File: config.mk
export PLATFORM = sky130hd
export DESIGN_NAME = selection_capture
export DESIGN_NICKNAME = d
export VERILOG_FILES = /design/src/rtl/sel_pkg.sv /design/src/rtl/sel_timeout_timer.sv /design/src/rtl/selection_capture.sv
export SDC_FILE = /design/constraint.sdc
export NUM_CORES = 1
export LEC_CHECK = 0
export ABC_AREA = 1
export CAP_MARGIN = 20
export CORE_MARGIN = 5
export CORE_UTILIZATION = 55
export DETAILED_ROUTE_END_ITERATION = 10
export GPL_TIMING_DRIVEN = 0
export PLACE_DENSITY_LB_ADDON = 0.1
export SLEW_MARGIN = 20
export SYNTH_ARGS = -nofsm -noshare
export SYNTH_HDL_FRONTEND = slang
export SYNTH_HIERARCHICAL = 1
export SYNTH_SLANG_ARGS = --single-unit
File: constraint.sdc
create_clock -name clk -period 2.5 [get_ports clk]
set_input_delay 0.625 -clock clk [delete_from_list [all_inputs] [get_ports clk]]
set_output_delay 0.625 -clock clk [all_outputs]
set_load 0.05 [all_outputs]
File: src/rtl/sel_pkg.sv
`default_nettype none
// =============================================================================
// Package    : sel_pkg
// Description: State encodings and field-slice helper for selection_capture.
// Revision   : 1.0
// =============================================================================
package sel_pkg;

    typedef enum logic [1:0] {
        ST_IDLE    = 2'd0,
        ST_COLLECT = 2'd1,
        ST_HOLD    = 2'd2
    } state_t;

    // Lowest bit of field idx inside the flattened selection vector.
    function automatic int field_lo(input int idx, input int width);
        return idx * width;
    endfunction

endpackage : sel_pkg
`default_nettype wire

File: src/rtl/sel_timeout_timer.sv
`default_nettype none
// =============================================================================
// Module     : sel_timeout_timer
// Description: Saturating idle counter with clear/enable; flags the last cycle.
// Revision   : 1.0
// =============================================================================
module sel_timeout_timer #(
    parameter int TIMEOUT_CYC = 1000
) (
    input  logic clk,
    input  logic clr,
    input  logic i_clear,
    input  logic i_enable,
    output logic o_expired
);

    if (TIMEOUT_CYC > 0) begin : g_enabled
        localparam int TW = $clog2(TIMEOUT_CYC + 1);
        localparam logic [TW-1:0] c_LAST = TW'(TIMEOUT_CYC - 1);

        logic [TW-1:0] r_count;

        always_ff @(posedge clk or posedge clr) begin
            if (clr) begin
                r_count <= '0;
            end else if (i_clear) begin
                r_count <= '0;
            end else if (i_enable && r_count != c_LAST) begin
                r_count <= r_count + TW'(1);
            end
        end

        assign o_expired = (r_count == c_LAST);
    end else begin : g_disabled
        logic w_unused;
        assign w_unused  = clk ^ clr ^ i_clear ^ i_enable;
        assign o_expired = 1'b0;
    end

endmodule : sel_timeout_timer
`default_nettype wire

File: src/rtl/selection_capture.sv
`default_nettype none
// =============================================================================
// Module     : selection_capture
// Description: Keypad selection register bank with valid/ack, cancel, timeout.
// Revision   : 1.0
// =============================================================================
module selection_capture
    import sel_pkg::*;
#(
    parameter int CODE_W      = 2,
    parameter int NFIELDS     = 2,
    parameter int TIMEOUT_CYC = 1000
) (
    input  logic                        clk,
    input  logic                        clr,
    input  logic [CODE_W-1:0]           code,
    input  logic                        code_valid,
    input  logic                        cancel,
    input  logic                        ack,
    output logic [NFIELDS*CODE_W-1:0]   sel_flat,
    output logic [$clog2(NFIELDS):0]    field_idx,
    output logic                        busy,
    output logic                        sel_valid,
    output logic                        timeout_p,
    output logic                        drop_p
);

    localparam int FIW = $clog2(NFIELDS) + 1;
    localparam logic [FIW-1:0] c_LAST_IDX = FIW'(NFIELDS - 1);

    state_t         r_state;
    logic [FIW-1:0] r_field_idx;
    logic           r_busy;
    logic           r_sel_valid;
    logic           r_timeout_p;
    logic           r_drop_p;

    logic w_expired;
    logic w_first;
    logic w_next;
    logic w_timeout;
    logic w_clear_all;
    logic w_timer_clear;

    assign w_first       = (r_state == ST_IDLE) && code_valid && !cancel;
    assign w_next        = (r_state == ST_COLLECT) && code_valid && !cancel;
    assign w_timeout     = (r_state == ST_COLLECT) && !code_valid && !cancel && w_expired;
    assign w_clear_all   = cancel || w_timeout;
    assign w_timer_clear = (r_state != ST_COLLECT) || cancel || code_valid || w_expired;

    sel_timeout_timer #(
        .TIMEOUT_CYC (TIMEOUT_CYC)
    ) u_timer (
        .clk       (clk),
        .clr       (clr),
        .i_clear   (w_timer_clear),
        .i_enable  (r_state == ST_COLLECT),
        .o_expired (w_expired)
    );

    // Field 0 is loaded by the first code; the rest by field_idx in COLLECT.
    for (genvar gi = 0; gi < NFIELDS; gi++) begin : g_field
        logic [CODE_W-1:0] r_field;

        always_ff @(posedge clk or posedge clr) begin
            if (clr) begin
                r_field <= '0;
            end else if (w_clear_all) begin
                r_field <= '0;
            end else if (w_first) begin
                r_field <= (gi == 0) ? code : '0;
            end else if (w_next && r_field_idx == FIW'(gi)) begin
                r_field <= code;
            end
        end

        assign sel_flat[field_lo(gi, CODE_W) +: CODE_W] = r_field;
    end

    always_ff @(posedge clk or posedge clr) begin
        if (clr) begin
            r_state     <= ST_IDLE;
            r_field_idx <= '0;
            r_busy      <= 1'b0;
            r_sel_valid <= 1'b0;
            r_timeout_p <= 1'b0;
            r_drop_p    <= 1'b0;
        end else begin
            r_timeout_p <= 1'b0;
            r_drop_p    <= 1'b0;
            if (cancel) begin
                r_state     <= ST_IDLE;
                r_field_idx <= '0;
                r_busy      <= 1'b0;
                r_sel_valid <= 1'b0;
            end else begin
                case (r_state)
                    ST_IDLE: begin
                        if (code_valid) begin
                            if (NFIELDS == 1) begin
                                r_state     <= ST_HOLD;
                                r_sel_valid <= 1'b1;
                            end else begin
                                r_state     <= ST_COLLECT;
                                r_field_idx <= FIW'(1);
                                r_busy      <= 1'b1;
                            end
                        end
                    end
                    ST_COLLECT: begin
                        if (code_valid) begin
                            if (r_field_idx == c_LAST_IDX) begin
                                r_state     <= ST_HOLD;
                                r_sel_valid <= 1'b1;
                                r_field_idx <= '0;
                                r_busy      <= 1'b0;
                            end else begin
                                r_field_idx <= r_field_idx + FIW'(1);
                            end
                        end else if (w_expired) begin
                            r_state     <= ST_IDLE;
                            r_field_idx <= '0;
                            r_busy      <= 1'b0;
                            r_timeout_p <= 1'b1;
                        end
                    end
                    ST_HOLD: begin
                        if (code_valid) begin
                            r_drop_p <= 1'b1;
                        end else if (ack) begin
                            r_state     <= ST_IDLE;
                            r_sel_valid <= 1'b0;
                        end
                    end
                    default: begin
                        r_state     <= ST_IDLE;
                        r_field_idx <= '0;
                        r_busy      <= 1'b0;
                        r_sel_valid <= 1'b0;
                    end
                endcase
            end
        end
    end

    assign field_idx = r_field_idx;
    assign busy      = r_busy;
    assign sel_valid = r_sel_valid;
    assign timeout_p = r_timeout_p;
    assign drop_p    = r_drop_p;

endmodule : selection_capture
`default_nettype wire

## Word-level counts from Yosys, hierarchy flattened

Cells that the tools add are included.

| storage, ports and cells | value |
|---|---|
| output and inout port bits | 10 |
| bits of input ports | 7 |
| register bits | 22 |
| logic and storage cells | 90 |

| cells by class | value |
|---|---|
| equality and inequality tests | 15 |
| add/sub/neg operators | 2 |
| reduce and logical (&&, ||, !) cells | 25 |
| muxes and demuxes | 39 |

Operator list:

| operator | count |
|---|---|
| 2-to-1 mux 2 bit | 16 |
| 2-to-1 mux 10 bit | 2 |
| 2-to-1 mux 1 bit | 17 |
| inequality test 3 bit, second input constant | 5 |
| one-hot mux 2 bit (3 select lines) | 2 |
| adder 10 x 1 -> 10 bit, second input constant | 1 |
| equality test 10 bit, second input constant | 1 |
| logical AND 1 bit | 10 |
| inequality test 10 bit, second input constant | 1 |
| AND reduction 5 bit | 2 |
| inequality test 4 bit, second input constant | 2 |
| one-hot mux 1 bit (3 select lines) | 2 |
| nonzero test 3 bit | 2 |
| equality test 2 x 1 -> 1 bit, second input constant | 2 |
| zero test 2 bit | 2 |
| logical OR 1 bit | 4 |
| inequality test 2 bit, second input constant | 2 |
| AND reduction 4 bit | 1 |
| AND reduction 3 bit | 1 |
| adder 2 x 1 -> 2 bit, second input constant | 1 |
| equality test 2 bit, second input constant | 1 |
| zero test 1 bit | 2 |
| inequality test 2 x 1 -> 1 bit, second input constant | 1 |
| nonzero test 2 bit | 1 |

## Longest topological paths before layout

| logic depth | value |
|---|---|
| word-level depth | 7 |
| mapped depth | 10 |
| depth with buffers taken out | 10 |

## By module

The synthesis kept the hierarchy.

By module, submodules not included:

| module | cells an instance | seq. area each (sq um) | area an instance (sq um) | times used |
|---|---|---|---|---|
| selection_capture | 83 | 300.3 | 695.7 | 1 |
| sel_timeout_timer | 91 | 250.2 | 653.1 | 1 |

## Least setup slack after synthesis

No wires, ideal clock.

| timing | value |
|---|---|
| kind | flip-flop to flip-flop |
| start | reg u_timer.g_enabled.r_count[0] |
| end | reg g_field[0].r_field[0] |
| cell stages (with the launch flop) | 11 |
| data arrival time | 1484 ps |
| data required time | 2380 ps |
| setup time | 120 ps |
| setup slack | 895 ps |
| period minus slack after synthesis | 1605 ps |
| path buffers | 0 |
| path through | dfrtp_1 ha_1 nand2_1 nor4_1 inv_1 nor2_1 nand2_4 nand3_4 nor2_2 nand2_1 nand2_1 |

| on the way | value |
|---|---|
| cells in the longest elaborated chain, start to end | 4 |
| elaborated cells between the ends (all ways) | 5 |
| classes of those cells | eq/ne (1); mux (1); reduce/logical (3) |

RTL lines:

| item | RTL line | text |
|---|---|---|
| start, declared | sel_timeout_timer.sv:21 | `logic [TW-1:0] r_count;` |
| start signal, assigned | sel_timeout_timer.sv:29 | `r_count <= r_count + TW'(1);` |
| equality test 10 bit * | sel_timeout_timer.sv:33 | `assign o_expired = (r_count == c_LAST);` |
| named net w_expired | selection_capture.sv:38 | `logic w_expired;` |
| logical AND 1 bit * | selection_capture.sv:47 | `assign w_timeout = (r_state == ST_COLLECT) && !code_valid && !cancel && w_expired;` |
| logical OR 1 bit * | selection_capture.sv:48 | `assign w_clear_all = cancel \|\| w_timeout;` |
| nonzero test 3 bit (no source line) / 2-to-1 mux 2 bit (equally long branches) | -- |  |
| end signal, assigned | selection_capture.sv:71 | `r_field <= (gi == 0) ? code : '0;` |
| end signal, assigned | selection_capture.sv:73 | `r_field <= code;` |
| end, declared | selection_capture.sv:63 | `logic [CODE_W-1:0] r_field;` |

The timed path passes the listed nets; every way through them passes the cells marked *.
A chain may end at the register's enable or synchronous reset.

## Worst setup path after layout

| timing | value |
|---|---|
| start | reg r_field_idx[0] (netlist: field_idx[0]) |
| end | out field_idx[0] |

RTL lines:

| item | RTL line | text |
|---|---|---|
| start, declared | selection_capture.sv:32 | `logic [FIW-1:0] r_field_idx;` |
| start signal, assigned | selection_capture.sv:118 | `r_field_idx <= r_field_idx + FIW'(1);` |
| end, declared | selection_capture.sv:21 | `output logic [$clog2(NFIELDS):0] field_idx,` |

No word-level cell between the ends.

==> impl_metrics.tcl <==
set metrics [dict create \
    synth_nets 182 \
    yosysMostFrequentCell "nand2_1" \
    htree_levels 1 \
    grt_usage_pct 17.2 \
    synth_compound_area_share_pct 4.82 \
    seqPwrFrac_pct 46.3 \
    hpwl_um 2080 \
    dr.first_iter.drc_count 60 \
    r2r_end "g_field[0].r_field[1]$_DFFE_PP0P_" \
    worst_pin_slew_ps 500 \
    cp.required_ps 1880 \
    num_antenna_cells 0 \
    cts_num_sinks 22 \
    register_area_um2 551 \
    dieArea_um2 3540 \
    wl_per_cell_um 12.3 \
    cts-root-buf "clkbuf_4" \
    fmax_ghz 0.455 \
    hold_path_end "g_field[0].r_field[0]$_DFFE_PP0P_" \
    final_antenna_net_count 0 \
    synth-xor-area-share_pct 0.649 \
    worstHoldPathCells 2 \
    drt_wl_total_um 2740 \
    dpl_worst_slack_ps 484 \
    r2r_slack_ps 710 \
    gp_congestion 0.858 \
    slew_viol_final 0 \
    syn_to_final_growth_pct 17.8 \
    synthCells 174 \
    synth_common_cells "nand2_1, dfrtp_1, inv_1" \
    grt_pass1_wl_um 4710 \
    final_nets 202 \
    pwr-share-comb_pct 20.4 \
    fin_crit_sh_pct 87.8 \
    drt_pass1_iterations 4 \
    gr-total-overflow 0 \
    drv_cap 0 \
    regToRegStartpoint "u_timer/g_enabled.r_count[0]$_DFFE_PP0P_" \
    yosysTopAreaCell "dfrtp_1" \
    postCtsHoldBufs 0 \
    synth_fa_ha_area_share_pct 0.928 \
    insertion_delay_ps 310 \
    hold_ws_ps 496 \
    synthSimpleGateAreaFrac_pct 44.9 \
    antenna_found_initial 0 \
    cts_tree "built" \
    ios 17 \
    r2r_cells 10 \
    grt_max_degree 14 \
    peakVddDrop_mv 0.359 \
    cp.arrival_ps 1570 \
    muxShareOfSynthArea_pct 0 \
    drive_above_1_share_pct 18.1 \
    leakage_nw 0.817 \
    internal-power_w 0.000585 \
    critPathBufInv 1 \
    clock_power_share_pct 33.2 \
    cts_resized 0 \
    holdCritPathClass "flip-flop to flip-flop" \
    core-area_um2 2410 \
    p_per_area_nw_per_um2 517 \
    synth_edf_count 0 \
    synth-seq-cells 22 \
    netlist_area_um2 1350 \
    drc 0 \
    min_period_ps 2200 \
    grt_pass1_vias 1141 \
    start_util_pct 56.0 \
    fill_cells 204 \
    end_kind "output pin" \
    numCtsBuffers 3 \
    synthTopCellsByArea "dfrtp_1, nand2_1, inv_1, nand3_1, nand4_1" \
    rows 18 \
    cts_setup_buffers 0 \
    min_from "g_field[0].r_field[0]$_DFFE_PP0P_" \
    clkTransAtPathRegs_ps 130 \
    path_cells "clkdlybuf4s50_1" \
    viasPerCell 5.26 \
    crit_fanout 5 \
    seq_area_frac_synth_pct 40.8 \
    synthDistinctLibCells 25 \
    cp_top_family "buffers and inverters" \
    die_x_um 59.5 \
    status "finished, final reports clean" \
    max_slew_margin_pct 66.6 \
    multi_input_area_um2 692 \
    port_buffers 15 \
    fin_skew_ps 7.53 \
    dieHeight_um 59.5 \
    worst_slack_ps 304 \
    setup_tns_ps 0 \
    avgSynthCellArea_um2 7.75 \
    synthArstFlopShare_pct 100 \
    finalPower_w 0.000821 \
    synth_top_family_by_area "simple AND/OR/NAND/NOR gates" \
    rsz0062_at_grt "false" \
    cp-start-kind "flip-flop" \
    yosys_warnings 6 \
    worst_path_max_delay_cell "clkdlybuf4s50_1" \
    clockBufferDepth 2 \
    synthFlopType "dfrtp_1" \
    critPathMaxStageDelay_ps 830 \
    hold_viol 0 \
    yosysTopAreaCellShare_pct 40.8 \
    p_sw_w 0.000235 \
    sw_frac_of_total_pct 28.7 \
    crit_type "flip-flop to output pin" \
    finalSetupViolCount 0 \
    dr_total_vias 1173 \
]
-- final cells by class --
type | instances | area share, %
Clock inverter | 1 | 1.89
Sequential cell | 22 | 34.6
Clock buffer | 3 | 1.42
Inverter | 24 | 5.67
Multi-Input combinational cell | 126 | 43.5
Tap cell | 30 | 2.36
Buffer | 2 | 1.02
Timing Repair Buffer | 15 | 9.45
-- power groups by stage --
stage	registers, W	logic, W	clock network (W)
floorplan	0.000418	0.0000897	0
global placement	0.000386	0.000166	0
detailed placement	0.000386	0.000169	0
CTS	0.000380	0.000169	0.000284
global route	0.000383	0.000183	0.000293
finish	0.000380	0.000168	0.000273
-- cell families (layout without fill, tap and decap cells) --
group                    count (synthesis)  count (layout)
AO/OA/AOI/OAI                           10              10
XOR/XNOR                                 1               1
adder cells (fa/ha/maj)                  1               1
buffers and inverters                   26              45
flip-flops                              22              22
AND/OR/NAND/NOR                        114             114
-- through the flow --
step / std cells / util [%] / instance area, um2
finish: 223 / 65.9 / 1590
global route: 223 / 65.9 / 1590
CTS: 223 / 65.9 / 1590
detailed placement: 219 / 63.8 / 1540
global placement: 219 / 63.8 / 1540
floorplan: 174 / - / 1350
-- how the worst max path moves through the flow --
stage | start | endpoint | slack (ps) | cells past startpoint
after global routing | field_idx[0]$_DFFE_PP0P_ | field_idx[0] | 250 | 1
after detailed placement | code_valid | u_timer/g_enabled.r_count[7]$_DFFE_PP0P_ | 480 | 6
after floorplan | u_timer/g_enabled.r_count[0]$_DFFE_PP0P_ | g_field[0].r_field[0]$_DFFE_PP0P_ | 900 | 10
final | field_idx[0]$_DFFE_PP0P_ | field_idx[0] | 300 | 1
after global placement | code_valid | u_timer/g_enabled.r_count[6]$_DFFE_PP0P_ | 520 | 6
after CTS | field_idx[0]$_DFFE_PP0P_ | field_idx[0] | 290 | 1
-- placed cells by master (no fill, tap or decap), types with 3 or more instances in the layout --
cell type / count
nand2_2: 3
nand4_1: 9
dfrtp_1: 22
inv_2: 5
nand3_1: 13
inv_1: 19
nor2_1: 14
nand3_4: 3
clkdlybuf4s50_1: 15
nand2_1: 54
o21ai_1: 6
nor2_2: 7
clkbuf_4: 3
-- sequential cells by signal, indices dropped and copies added (netlist names) --
signal,cells
timeout_p,1
busy,1
field_idx,2
drop_p,1
r_state,2
u_timer/g_enabled.r_count,10
sel_valid,1
g_field.r_field,4
-- metal layers --
metal	wire [um]	global-route usage (%)
met1	1220	20.6
met2	1400	30.3
met3	78	1.96
met4	38	8.54
met5	0	0
Note: power is estimated with default switching activity, not from simulation.
